`config.mk`:
```
export PLATFORM = sky130hd
export DESIGN_NAME = line_buffer_loader
export DESIGN_NICKNAME = d
export VERILOG_FILES = /design/src/rtl/line_buffer_loader.sv
export SDC_FILE = /design/constraint.sdc
export NUM_CORES = 1
export LEC_CHECK = 0
export CAP_MARGIN = 40
export CORE_ASPECT_RATIO = 2
export CORE_UTILIZATION = 55
export CTS_BUF_LIST = sky130_fd_sc_hd__clkbuf_4
export CTS_CLUSTER_DIAMETER = 50
export DETAILED_ROUTE_END_ITERATION = 10
export HOLD_SLACK_MARGIN = 0.08
export PLACE_DENSITY = 0.84
export SLEW_MARGIN = 20
export SYNTH_ARGS = -nofsm -noshare
export SYNTH_HDL_FRONTEND = slang
export SYNTH_SLANG_ARGS = --single-unit
```
`constraint.sdc`:
```
create_clock -name clk -period 3.1 [get_ports clk]
set_input_delay 0.62 -clock clk [delete_from_list [all_inputs] [get_ports clk]]
set_output_delay 0.62 -clock clk [all_outputs]
set_load 0.05 [all_outputs]
```
`src/rtl/line_buffer_loader.sv`:
```
// Loads the raw pixel stream into a ring of zero-bordered row buffers and offers 3-row windows (LB_PROTOCOL_CHECK_EN adds sticky protocol error flags).
// Latency: lb_wr_* are registered one cycle after a column is issued or a pixel is accepted; win_valid follows the completing write by one cycle.
// Backpressure: pixel_i_ready drops, and no new row or pad row starts, while every row buffer is occupied; pad columns never wait on the source.
module line_buffer_loader #(
    parameter int GS_BITS            = 8,
    parameter int D_WIDTH            = 16,
    parameter int PIX_SHIFT          = 0,
    parameter int IMG_DIM            = 28,
    parameter int LINE_BUF_DEPTH     = 30,
    parameter int LINE_BUF_ADDR_BITS = 5,
    parameter int NUM_ROWS           = 4,
    parameter int ROW_SEL_BITS       = 2
) (
    input  logic                          clk,
    input  logic                          rst,
    input  logic [GS_BITS-1:0]            pixel_i,
    input  logic                          pixel_i_valid,
    output logic                          pixel_i_ready,
    output logic                          lb_wr_en,
    output logic [ROW_SEL_BITS-1:0]       lb_wr_sel,
    output logic [LINE_BUF_ADDR_BITS-1:0] lb_wr_addr,
    output logic [D_WIDTH-1:0]            lb_wr_data,
    output logic                          win_valid,
    output logic [ROW_SEL_BITS-1:0]       win_base,
    output logic [4:0]                    win_row,
    input  logic                          win_done,
    output logic                          frame_done,
    output logic                          busy,
    output logic [1:0]                    err_o
);

    localparam int RES_BITS = ROW_SEL_BITS + 1;
    localparam logic [LINE_BUF_ADDR_BITS-1:0] LAST_COL  = LINE_BUF_ADDR_BITS'(LINE_BUF_DEPTH - 1);
    localparam logic [LINE_BUF_ADDR_BITS-1:0] LAST_FILL = LINE_BUF_ADDR_BITS'(IMG_DIM);
    localparam logic [RES_BITS-1:0]           ROWS_FULL = RES_BITS'(NUM_ROWS);
    localparam logic [RES_BITS-1:0]           WIN_ROWS  = RES_BITS'(3);
    localparam logic [4:0]                    WIN_LAST  = 5'(IMG_DIM);

    typedef enum logic [2:0] {
        IDLE,
        PAD_TOP,
        FILL_ROW,
        PAD_BOT,
        DRAIN
    } state_t;

    state_t                          state, state_nxt;
    logic [LINE_BUF_ADDR_BITS-1:0]   col, col_nxt;
    logic [LINE_BUF_ADDR_BITS-1:0]   prow, prow_nxt;
    logic [ROW_SEL_BITS-1:0]         wr_ptr, rd_ptr;
    logic [RES_BITS-1:0]             resident;
    logic [RES_BITS-1:0]             occupied;
    logic [D_WIDTH-1:0]              pix_ext;
    logic                            issue, issue_pix, frame_end;
    logic                            row_cmp, row_room, win_adv;

    function automatic logic [ROW_SEL_BITS-1:0] ptr_inc(input logic [ROW_SEL_BITS-1:0] p);
        return (p == ROW_SEL_BITS'(NUM_ROWS - 1)) ? '0 : p + ROW_SEL_BITS'(1);
    endfunction

    // A row whose last write is on lb_wr_* this cycle is not yet counted in
    // resident, but its buffer is spoken for: count it before starting another.
    assign row_cmp  = lb_wr_en && (lb_wr_addr == LAST_COL);
    assign occupied = resident + {{ROW_SEL_BITS{1'b0}}, row_cmp};
    assign row_room = (occupied < ROWS_FULL);

    assign pix_ext   = D_WIDTH'(pixel_i) << PIX_SHIFT;
    assign win_valid = (resident >= WIN_ROWS) && (win_row < WIN_LAST);
    assign win_base  = rd_ptr;
    assign win_adv   = win_valid && win_done;
    assign busy      = (state != IDLE);

    always_comb begin
        state_nxt     = state;
        col_nxt       = col;
        prow_nxt      = prow;
        issue         = 1'b0;
        issue_pix     = 1'b0;
        pixel_i_ready = 1'b0;
        frame_end     = 1'b0;

        case (state)
            IDLE: begin
                if (pixel_i_valid) begin
                    state_nxt = PAD_TOP;
                    col_nxt   = '0;
                    prow_nxt  = '0;
                end
            end
            PAD_TOP, PAD_BOT: begin
                issue = (col != '0) || row_room;
            end
            FILL_ROW: begin
                if (col == '0) begin
                    issue = row_room;
                end else if (col == LAST_COL) begin
                    issue = 1'b1;
                end else begin
                    pixel_i_ready = (resident < ROWS_FULL);
                    issue         = pixel_i_ready && pixel_i_valid;
                    issue_pix     = issue;
                end
            end
            DRAIN: begin
                if (win_row == WIN_LAST) begin
                    state_nxt = IDLE;
                    frame_end = 1'b1;
                end
            end
            default: state_nxt = IDLE;
        endcase

        if (issue) begin
            if (col == LAST_COL) begin
                col_nxt  = '0;
                prow_nxt = prow + LINE_BUF_ADDR_BITS'(1);
                case (state)
                    PAD_TOP:  state_nxt = FILL_ROW;
                    FILL_ROW: state_nxt = (prow == LAST_FILL) ? PAD_BOT : FILL_ROW;
                    PAD_BOT:  state_nxt = DRAIN;
                    default:  state_nxt = state;
                endcase
            end else begin
                col_nxt = col + LINE_BUF_ADDR_BITS'(1);
            end
        end
    end

    always_ff @(posedge clk) begin
        if (!rst) begin
            state      <= IDLE;
            col        <= '0;
            prow       <= '0;
            wr_ptr     <= '0;
            rd_ptr     <= '0;
            resident   <= '0;
            win_row    <= '0;
            lb_wr_en   <= 1'b0;
            lb_wr_sel  <= '0;
            lb_wr_addr <= '0;
            lb_wr_data <= '0;
            frame_done <= 1'b0;
        end else begin
            state      <= state_nxt;
            col        <= col_nxt;
            prow       <= prow_nxt;
            lb_wr_en   <= issue;
            frame_done <= frame_end;
            if (issue) begin
                lb_wr_sel  <= row_cmp ? ptr_inc(wr_ptr) : wr_ptr;
                lb_wr_addr <= col;
                lb_wr_data <= issue_pix ? pix_ext : '0;
            end
            // The two bottom rows stay resident at frame end; realign the read
            // side so the next frame's first window starts at its own top row.
            if (frame_end) begin
                rd_ptr   <= wr_ptr;
                resident <= '0;
                win_row  <= '0;
            end else begin
                if (row_cmp) begin
                    wr_ptr <= ptr_inc(wr_ptr);
                end
                if (win_adv) begin
                    rd_ptr  <= ptr_inc(rd_ptr);
                    win_row <= win_row + 5'd1;
                end
                if (row_cmp && !win_adv) begin
                    resident <= resident + RES_BITS'(1);
                end else if (!row_cmp && win_adv) begin
                    resident <= resident - RES_BITS'(1);
                end
            end
        end
    end

`ifdef LB_PROTOCOL_CHECK_EN
    logic [1:0] err_q;

    always_ff @(posedge clk) begin
        if (!rst) begin
            err_q <= 2'b00;
        end else begin
            if (win_done && !win_valid) begin
                err_q[0] <= 1'b1;
            end
            if (pixel_i_valid && (state == DRAIN)) begin
                err_q[1] <= 1'b1;
            end
        end
    end

    assign err_o = err_q;
`else
    assign err_o = 2'b00;
`endif

endmodule

```
==> out/qor.yml <==
cts:
  clock_sinks: 42
  cts_setup_buffers: 0
  cts_buffer_depth: 2
  clock-root-buffer: "clkbuf_4"
  clkTransAtPathRegs_ps: 120
  clk_latency_ps: 360
  cts_tree: "yes"
  cts_max_level: 2
  cts_buffers: 5
die:
  die-area_mm2: 0.00408
  die_w_um: 45.7
  rows: 31
  dieHeight_um: 89.3
  ios: 49
  core_area_mm2: 0.00365
  start_util_pct: 57.5
cells_and_area:
  antenna_cells: 0
  nets: 297
  drive_gt1_share_pct: 7.27
  stdcell_area_mm2: 0.00256
  area_growth_pct: 22.0
  fillers: 329
  layout_common_cells: "dfxtp_1, clkdlybuf4s50_1, nor2_1, nand2_1, a21oi_1"
  final_common_cell: "dfxtp_1"
grt:
  antenna_found_initial: 0
  grt_pass1_vias: 1677
  grt_max_degree: 18
  grt_pass1_wl_mm: 7.56
  gr-total-overflow: 0
  grtUsageTotal_pct: 25.7
setup_path:
  end_kind: "primary output"
  crit_path_top_delay_cell: "dlygate4sd2_1"
  crit_chain: "inv_1 > ha_1 > nor4b_1 > buf_4 > nor4_2 > dlygate4sd2_1"
  slowest_delay_ps: 560
  critPathRequiredTime_ps: 2480
  cp_max_fo: 5
  critPathKind: "reg2out"
  critPathLaunchType: "register"
  worstPathArrival_ps: 2190
synthesis:
  synthSimpleGateAreaFrac_pct: 21.3
  yosys_warnings: 0
  netlist_area_mm2: 0.00210
  synth_mux_area_share_pct: 2.93
  yosys.area_share.adder_pct: 6.93
  synth_edf_count: 0
  synth-seq-area-share_pct: 40.1
  async_flop_share_pct: 0
  synth_flop_cell: "dfxtp_1"
  synth_xor_area_share_pct: 2.93
  syn_inst: 236
  synth-compound-area-share_pct: 17.4
  ys_types: 45
  synth-seq-cells: 42
  synth_top_family_by_area: "simple AND/OR/NAND/NOR gates"
  synth_area_per_cell_um2: 8.88
sta:
  grt_setup_unrepaired: "no"
  tightest_slew_ps: 604
  drv_slew: 0
  layout_min_cycle_time_ps: 2810
  relSlewSlack_pct: 59.4
  hold_viol_final: 0
  tns_ps: 0
  min_period_over_period_pct: 90.7
  setup_viol: 0
  timing.fmax_mhz: 355
  whs_ps: 479
  skew_ps: 17.4
detailed_routing:
  avgViaCountPerCell: 5.57
  vias: 1806
  dr.pass1.iters: 4
  routed_wl_mm: 4.80
  ant_nets: 0
  initialDrtViolationCount: 44
  wl_per_cell_um: 14.8
  drc: 0
power:
  vdd_drop_max_v: 0.000325
  p_per_area_mw_per_mm2: 405
  finalPower_mw: 1.03
  p_leak_nw: 0.960
job:
  maxCapViolCount: 0
placed_design:
  placed_cell_area_mm2: 0.00248
  port_buffers: 38
  gp_congestion: 0.806
  hpwlAfterDp_mm: 3.60
worst_hold_path:
  hold_class: "reg2reg"
status:
  status: "completed"
[metrics by stage]
stage                     instances  setup slack [ps]  util (%)
after global placement          316               422      68.0
final                           324               287      70.1
after CTS                       324               277      70.1
after floorplan                 245               576         -
after detailed placement        316               380      68.0
after global routing            324               200      70.1
[what timing repair did]
item                       4_1_cts  5_1_grt
setup endpoints to repair        1        0
hold buffers                     0        0
resized for setup                1        0
[registers in the layout, summed over array words and instances, names as in the netlist]
name / cells
win_row: 5
lb_wr_data: 8
state: 3
prow: 5
col: 5
lb_wr_sel: 2
lb_wr_en: 1
lb_wr_addr: 5
wr_ptr: 2
frame_done: 1
resident: 3
win_base: 2
[Yosys cell counts, types with 3 or more instances]
master | count | area share [%]
xor2_1 | 4 | 1.7
nand3_1 | 11 | 2.6
ha_1 | 10 | 6.0
nor3_1 | 6 | 1.4
dfxtp_1 | 42 | 40
o21ai_0 | 8 | 1.9
mux2i_1 | 5 | 2.4
a221o_1 | 3 | 1.4
inv_1 | 12 | 2.1
a21oi_1 | 17 | 4.1
a311oi_1 | 4 | 1.7
nor2_1 | 23 | 4.1
xnor2_1 | 3 | 1.3
and2_1 | 4 | 1.2
nand4_1 | 5 | 1.5
a32o_1 | 8 | 3.8
nand2_1 | 18 | 3.2
buf_4 | 10 | 3.6
nor4_1 | 3 | 0.90
clkbuf_1 | 8 | 1.4
[layer usage]
metal / wire (µm) / share of wire [%] / vias to the layer above / GRT usage (%)
met1: 1790 / 37 / 840 / 26.2
met2: 2650 / 55 / 45 / 45.5
met3: 151 / 3.1 / 17 / 5.05
met5: 0 / 0 / - / 0
met4: 204 / 4.2 / 0 / 15.4
li1: - / - / 904 / -
[critical path: cells and delay by family, from the launching register on]
| family | cells | cell delay, ps |
|---|---|---|
| adders and majority gates | 1 | 200 |
| buffers and inverters | 3 | 810 |
| DFF | 1 | 420 |
| and+or+nand+nor | 2 | 410 |
[logic make-up after synthesis]
group                      after synthesis
and+or+nand+nor                         86
xor gates and xnor gates                 7
DFF                                     42
other                                    1
muxes                                    6
AOI/OAI and AO/OA                       51
adders and majority gates               11
buffers and inverters                   32
[final timing paths]
path / depth (start not counted) / slack [ps] / to / start
setup / recovery: 6 / 290 / pixel_i_ready / col[0]
setup reg to reg: 7 / 690 / col[3] / col[0]
hold / removal: 1 / 480 / prow[4] / prow[4]
hold reg to reg: 1 / 480 / prow[4] / prow[4]
[report_power, final]
part           total (mW)  switching (mW)  internal [mW]
Sequential          0.553         0.00697          0.546
Clock               0.346           0.179          0.167
Combinational       0.135          0.0930         0.0419
Total                1.03           0.279          0.755
[layout make-up]
| class | instances | area (µm²) | area share, % |
|---|---|---|---|
| sequential | 42 | 841 | 32.9 |
| timing repair buffer | 42 | 409 | 16.0 |
| inverter | 12 | 45.0 | 1.76 |
| clock inverter | 3 | 40.0 | 1.57 |
| multi-input combinational | 171 | 1120 | 43.9 |
| tap | 49 | 61.3 | 2.40 |
| clock buffer | 5 | 37.5 | 1.47 |
No activity file was read; power rests on OpenSTA's default activity.
